### config.mk
export PLATFORM = sky130hd
export DESIGN_NAME = control_sequencer
export DESIGN_NICKNAME = d
export VERILOG_FILES = /design/src/rtl/control_sequencer.sv
export SDC_FILE = /design/constraint.sdc
export NUM_CORES = 1
export LEC_CHECK = 0
export ABC_AREA = 1
export CORE_MARGIN = 2
export CORE_UTILIZATION = 35
export DETAILED_ROUTE_END_ITERATION = 8
export PLACE_DENSITY = 0.72
export SYNTH_ARGS = -nofsm -noshare
export SYNTH_HDL_FRONTEND = slang
export SYNTH_SLANG_ARGS = --single-unit
### constraint.sdc
create_clock -name clk -period 2.8 [get_ports clk]
set_input_delay 0.84 -clock clk [delete_from_list [all_inputs] [get_ports clk]]
set_output_delay 0.84 -clock clk [all_outputs]
set_load 0.01 [all_outputs]
### src/rtl/control_sequencer.sv
// control_sequencer: hardwired fetch/execute control unit driving the datapath.
// Define CTRL_SINGLE_STEP_EN to add a step input that gates each fetch.
module control_sequencer #(
  parameter int NREGS = 16,
  parameter int OPW   = 5
) (
  input  logic             clk,
  input  logic             clr,
  input  logic             run,
`ifdef CTRL_SINGLE_STEP_EN
  input  logic             step,
`endif
  input  logic [31:0]      ir,
  input  logic             mem_ready,
  output logic [NREGS-1:0] r_in,
  output logic [NREGS-1:0] r_out,
  output logic             pc_out,
  output logic             pc_in,
  output logic             pc_increment,
  output logic             MARin,
  output logic             read,
  output logic             MDRin,
  output logic             MDRout,
  output logic             IRin,
  output logic             RYin,
  output logic             Zlowin,
  output logic             Zhighin,
  output logic             Zlowout,
  output logic             Zhighout,
  output logic             HIin,
  output logic             LOin,
  output logic [OPW-1:0]   op_code,
  output logic             halted
);

  typedef enum logic [2:0] {
    T0, T1, T2, T3, T4, T5, T6, HALT
  } state_t;

  localparam logic [NREGS-1:0] ONE = NREGS'(1);

  state_t     state;
  logic [4:0] op_q;
  logic [3:0] ra_q;
  logic [3:0] rc_q;
  logic       go;
  logic       to_t0;

  logic [4:0] opc;
  logic [3:0] rb;
  logic       unused_ir;

  assign opc       = ir[31:27];
  assign rb        = ir[22:19];
  assign unused_ir = ^ir[14:0];

  function automatic logic is_md(input logic [4:0] op);
    return (op == 5'b01111) || (op == 5'b10000);
  endfunction

  function automatic logic is_bin(input logic [4:0] op);
    return (op <= 5'b01000) || is_md(op);
  endfunction

  function automatic logic is_un(input logic [4:0] op);
    return (op == 5'b10010) || (op == 5'b10011);
  endfunction

  function automatic logic is_halt(input logic [4:0] op);
    return op == 5'b11011;
  endfunction

`ifdef CTRL_SINGLE_STEP_EN
  logic step_q;
  logic step_pend;
  logic step_rise;

  assign step_rise = step & ~step_q;
  assign go        = run & (step_pend | step_rise);

  // One rising edge of step buys exactly one fetch.
  always_ff @(posedge clk or negedge clr) begin
    if (!clr) begin
      step_q    <= 1'b0;
      step_pend <= 1'b0;
    end else begin
      step_q <= step;
      if (to_t0 && go)
        step_pend <= 1'b0;
      else if (step_rise)
        step_pend <= 1'b1;
    end
  end
`else
  assign go = run;
`endif

  // run is sampled on each edge that lands in T0; an armed T0 must fetch.
  always_comb begin
    to_t0 = 1'b0;
    unique case (state)
      T0:      to_t0 = !pc_out;
      T3:      to_t0 = !is_bin(op_q) && !is_un(op_q)
                       && !is_halt(op_q);
      T5:      to_t0 = !is_md(op_q);
      T6:      to_t0 = 1'b1;
      default: to_t0 = 1'b0;
    endcase
  end

  always_ff @(posedge clk or negedge clr) begin
    if (!clr) begin
      state        <= T0;
      op_q         <= '0;
      ra_q         <= '0;
      rc_q         <= '0;
      r_in         <= '0;
      r_out        <= '0;
      pc_out       <= 1'b0;
      pc_in        <= 1'b0;
      pc_increment <= 1'b0;
      MARin        <= 1'b0;
      read         <= 1'b0;
      MDRin        <= 1'b0;
      MDRout       <= 1'b0;
      IRin         <= 1'b0;
      RYin         <= 1'b0;
      Zlowin       <= 1'b0;
      Zhighin      <= 1'b0;
      Zlowout      <= 1'b0;
      Zhighout     <= 1'b0;
      HIin         <= 1'b0;
      LOin         <= 1'b0;
      op_code      <= '0;
      halted       <= 1'b0;
    end else begin
      r_in         <= '0;
      r_out        <= '0;
      pc_out       <= 1'b0;
      pc_in        <= 1'b0;
      pc_increment <= 1'b0;
      MARin        <= 1'b0;
      read         <= 1'b0;
      MDRin        <= 1'b0;
      MDRout       <= 1'b0;
      IRin         <= 1'b0;
      RYin         <= 1'b0;
      Zlowin       <= 1'b0;
      Zhighin      <= 1'b0;
      Zlowout      <= 1'b0;
      Zhighout     <= 1'b0;
      HIin         <= 1'b0;
      LOin         <= 1'b0;
      op_code      <= '0;
      halted       <= 1'b0;

      if (to_t0) begin
        state <= T0;
        if (go) begin
          pc_out       <= 1'b1;
          pc_increment <= 1'b1;
          MARin        <= 1'b1;
          Zlowin       <= 1'b1;
          Zhighin      <= 1'b1;
        end
      end else begin
        unique case (state)
          T0: begin
            state   <= T1;
            Zlowout <= 1'b1;
            pc_in   <= 1'b1;
            read    <= 1'b1;
            MDRin   <= 1'b1;
          end
          T1: begin
            if (mem_ready) begin
              state  <= T2;
              MDRout <= 1'b1;
              IRin   <= 1'b1;
            end else begin
              read  <= 1'b1;
              MDRin <= 1'b1;
            end
          end
          // ir must hold the new instruction by the end of T2.
          T2: begin
            state <= T3;
            op_q  <= opc;
            ra_q  <= ir[26:23];
            rc_q  <= ir[18:15];
            if (is_bin(opc)) begin
              r_out <= ONE << rb;
              RYin  <= 1'b1;
            end else if (is_un(opc)) begin
              r_out   <= ONE << rb;
              Zlowin  <= 1'b1;
              Zhighin <= 1'b1;
              op_code <= OPW'(opc);
            end
          end
          T3: begin
            if (is_bin(op_q)) begin
              state   <= T4;
              r_out   <= ONE << rc_q;
              Zlowin  <= 1'b1;
              Zhighin <= 1'b1;
              op_code <= OPW'(op_q);
            end else if (is_un(op_q)) begin
              state   <= T5;
              Zlowout <= 1'b1;
              r_in    <= ONE << ra_q;
            end else begin
              state  <= HALT;
              halted <= 1'b1;
            end
          end
          T4: begin
            state   <= T5;
            Zlowout <= 1'b1;
            if (is_md(op_q))
              LOin <= 1'b1;
            else
              r_in <= ONE << ra_q;
          end
          T5: begin
            state    <= T6;
            Zhighout <= 1'b1;
            HIin     <= 1'b1;
          end
          T6: state <= T0;
          HALT: begin
            state  <= HALT;
            halted <= 1'b1;
          end
          default: state <= T0;
        endcase
      end
    end
  end

endmodule

Yosys cells after proc, flatten, opt, wreduce, memory -nomap -nowiden. Cells that the tools add are included.

Register bits: 63. Bits in latches: 0. Bits in writable memories: 0. ROM bits: 0. Bits of input ports: 36. Output and inout port bits: 53. Logic and storage cells: 108. Memories: 0.

$add $sub $neg: 0. $mul: 0. Div/mod/pow operators: 0. $lt $le $gt $ge: 2. Equality and inequality tests: 17. Shift-type cells: 3. Muxes and demuxes: 52. Bitwise logic cells: 1. Reductions and logical operators: 16.

Operators with widths (number): $mux 16 (8); $pmux 16 s2 (2); $shl 1x4->16 const A (3); $eq 5x5->1 const B (7); $mux 1 (27); $pmux 3 s8 (1); $mux 5 (4); $eq 3x3->1 const B (4); $eq 5x4->1 const B (2); $le 5x4->1 const B (2); $pmux 5 s2 (1); $pmux 1 s2 (4); $eq 3x2->1 const B (2); $logic_or 1x1->1 (6); $mux 3 (2); $logic_not 1->1 (5); $mux 2 (2); $pmux 1 s4 (1); $eq 3x1->1 const B (1); $logic_not 3->1 (1); $ne 3x3->1 const B (1); $logic_and 1x1->1 (2); $reduce_and 2->1 (1); $reduce_or 2->1 (1); $not 1->1 (1).

Logic depth before layout (Yosys ltp).
Depth after elaboration: 9. Gate-level depth with buffers: 10. Gate-level depth less buffers: 10.

Worst setup path before layout. OpenSTA, ideal clock, no wires.

Kind: input port to flip-flop. Start: input ir[29]. End: register r_out[10]. Library setup time: 66 ps. Arrival: 1755 ps. Required time: 2734 ps. Setup slack: 978 ps. Cell stages on the path: 7. Path buffers: 1. Cells stage by stage: nand3b_1 > a21oi_1 > nor2_1 > nand2_1 > clkbuf_1 > nand3_1 > nand2_1.

Word-level cells in the longest chain between the ends: 6. Elaborated cells on any way between the ends: 12. Those cells by class: 1 x order compare; 4 x eq/ne; 4 x mux; 3 x reduce/logical.

Ends and longest elaborated chain: from (decl) (line 13) `input logic [31:0] ir,`; parallel branches: the longest is 3 deep, another holds $le 5x4->1; $mux 16 (*) (line 191) `if (is_bin(opc)) begin`; $pmux 16 s2 (*) (line 167) `unique case (state)`; $mux 16 (*) (line 157) `if (to_t0) begin`; to (signal assigned) (line 192) `r_out <= ONE << rb;`; to (signal assigned) (line 195) `r_out <= ONE << rb;`; to (signal assigned) (line 204) `r_out <= ONE << rc_q;`; to (decl) (line 16) `output logic [NREGS-1:0] r_out,`.

Mark *: on every way between the ends. A chain may end at the register's enable or synchronous reset.

Final worst setup path.
Start: register MARin. End: output MARin.

RTL lines: from (decl) (line 20) `output logic MARin,`; from (signal assigned) (line 122) `MARin <= 1'b0;`; from (signal assigned) (line 142) `MARin <= 1'b0;`; from (signal assigned) (line 162) `MARin <= 1'b1;`.

No word-level cell between the ends.

==> results.md <==
* Outcome: finished clean
* Sequential share of power at 0.401
* Synthesis-stage register bit count at 63
* First-pass GRT wire length at 9.80 mm
* Wire per inst at 12.2 um
* Syn Nets at 338
* Switching power at 1.17 mW
* Reg clk slew, reported paths at 0.07 ns
* Crit Path Category: reg -> out
* Width of the die at 93.6 um
* Setup crit end kind: primary output
* DP Cell Count at 470
* Die Footprint at 0.00875 mm2
* Syn_area_per_cell at 9.30 um2
* Post-route total power at 3.15 mW
* Max incr delay on CP at 0.55 ns
* Post-CTS Hold Buffers at 0
* Arrival time worst endpoint at 1.27 ns
* Chip height at 93.6 um
* Total CTS buffers at 9
* Crit path required time at 1.96 ns
* Clock power frac at 0.269
* Resized Gates After CTS at 0
* Max-slew violation count at 0
* Post-synthesis sequential area ratio at 0.561
* Slew Limit Headroom at 0.618
* DRT Pass-1 Iters at 4
* Vias in the first global route at 2156
* Clock latency on the worst-skew pair at 0.34 ns
* CTS tree: built
* Worst Hold Class: in -> async
* Share of layout cells above drive strength 1 at 0.138
* Detailed-route wire length at 5.91 mm
* Final Non-Filler Cells at 485
* Leak at 1.74 nW
* Cell-by-cell listing of the critical path: clkdlybuf4s50_1
* Worst-path fanout max at 4
* Final period utilization at 0.753
* Fin nets at 415
* Cell area power density at 822 mW/mm2
* Cells after Synth at 302
* P&R area growth vs syn at 36.3%
* I/O Buffers at 73
* Peak Freq at 474 MHz
* Cell family with most CP delay: buffers and inverters
* Dominant cells by area after synthesis: dfrtp_1 (56%), nand2_1 (8.0%), nand3_1 (5.3%), nor3_1 (4.5%), nor3_2 (3.9%)
* Commonest non-fill, non-tap cell in the layout: clkdlybuf4s50_1
* Ports at 89
* Startpoint types: register
* Worst slew pin tran at 0.573 ns
* Final hold vios at 0
* Crit path max-delay cell type: clkdlybuf4s50_1
* Yosys warning total at 0
* Pre-CTS setup slack at 0.382 ns
* Switching share of power at 0.371
* Int Pwr at 1.98 mW
* Placer Congestion at 0.823
* Post-layout util at 0.493
* Gate power share at 0.330
* GR Overflow Total at 0
* Drt via density at 4.68
* Distinct cell type count after synthesis at 28
* Post-synth top area cell: dfrtp_1
* Vias at 2269
* H-Tree Depth at 3
* Commonest cells after routing, fill and taps aside: clkdlybuf4s50_1 (72), dfrtp_1 (63), nand2_1 (60), nand3_1 (30), nor2_1 (29)
* Post-route setup TNS at 0 ns
* GRT Total Usage at 0.144
* Clk sinks at 63
* Share of the synthesized area in the top cell type at 0.561
* Starting Density at 0.361
* Pin count of the biggest net entering global routing at 27
* Crit path buf inv count at 1
* Iter 0 DRT Violations at 58
* Final setup fails at 0
* Total setup buffers inserted after CTS at 0
* Peak VDD IR at 0.303 mV
* Clock Path Buffers at 2
* Core Footprint at 0.00777 mm2
* Unrepaired setup endpoints after global routing: false
* Half-perimeter wire length after placement at 4.47 mm
* Synthesized area at 0.00281 mm2
* Worst Skew at 0.00991 ns
* Final min period at 2.11 ns
* DRC at 0
* Row cnt at 32
* Initial antenna violation count at 0
* Max Cap Viol at 0
* Clk root buf: clkbuf_8
* Post-route ant nets at 0
* Fin worst setup slack at 0.691 ns
* Antenna fix cells at 0
stage by stage:
stage,area (um2),hold WS (ns)
finish,3830,0.499
floorplan,2810,0.496
global placement,3610,0.518
CTS,3830,0.507
global route,3830,0.535
detailed placement,3610,0.559
layer usage:
| metal | part of all wire | up-vias | global-route usage | wire, um |
|---|---|---|---|---|
| met3 | 0.060 | 13 | 0.0371 | 355 |
| met4 | 0.017 | 0 | 0.0640 | 101 |
| li1 | - | 1129 | - | - |
| met2 | 0.47 | 73 | 0.228 | 2790 |
| met1 | 0.45 | 1054 | 0.186 | 2660 |
| met5 | 0 | - | 0 | 0 |
state kept, by name, indices dropped and copies added (netlist names):
signal / count
HIin: 1
IRin: 1
LOin: 1
MARin: 1
MDRin: 1
RYin: 1
Zhighin: 1
Zlowout: 1
halted: 1
op_code: 5
op_q: 5
pc_in: 1
r_in: 16
r_out: 16
ra_q: 4
rc_q: 4
state: 3
Yosys cell counts, drive strengths merged:
master	n
a21oi	4
a31oi	1
buf	8
clkbuf	2
dfrtp	63
inv	32
nand2	66
nand3	31
nand3b	1
nand4	1
nor2	37
nor3	37
o21a	1
o21ai	17
o22ai	1
cell families (layout without fill, tap and decap cells):
| kind of cell | Yosys count | count (layout) | share of synthesized area |
|---|---|---|---|
| simple gates | 173 | 173 | 0.324 |
| buf+inv | 42 | 123 | 0.0682 |
| compound gates | 24 | 24 | 0.0468 |
| flops | 63 | 63 | 0.561 |
cell type report:
class,count,area [um2]
Fill cell,733,3940
Sequential cell,63,1580
Multi-Input combinational cell,197,1040
Timing Repair Buffer,76,748
Clock buffer,11,141
Tap cell,102,128
Inverter,32,123
Clock inverter,4,70.1
path summary, 6_finish.rpt:
path,depth (start not counted),to,start,slack (ns)
worst max register to register,5,r_out[15],state[2],1.10
worst max-delay path,1,MARin,MARin,0.69
max in group asynchronous,2,r_in[10],clr,1.57
min in group clk,2,op_q[0],op_q[0],0.56
worst min-delay path,1,r_out[7],clr,0.50
worst min register to register,2,op_q[0],op_q[0],0.56
power by group through the flow:
stage | combinational, mW | sequential, mW | clock [mW]
2_1_floorplan | 0.713 | 1.27 | 0
6_report | 1.04 | 1.26 | 0.848
5_1_grt | 1.17 | 1.29 | 0.896
3_3_place_gp | 1.01 | 1.27 | 0
3_5_place_dp | 1.04 | 1.28 | 0
4_1_cts | 1.04 | 1.26 | 0.864
(Power assumes the default switching activity.)
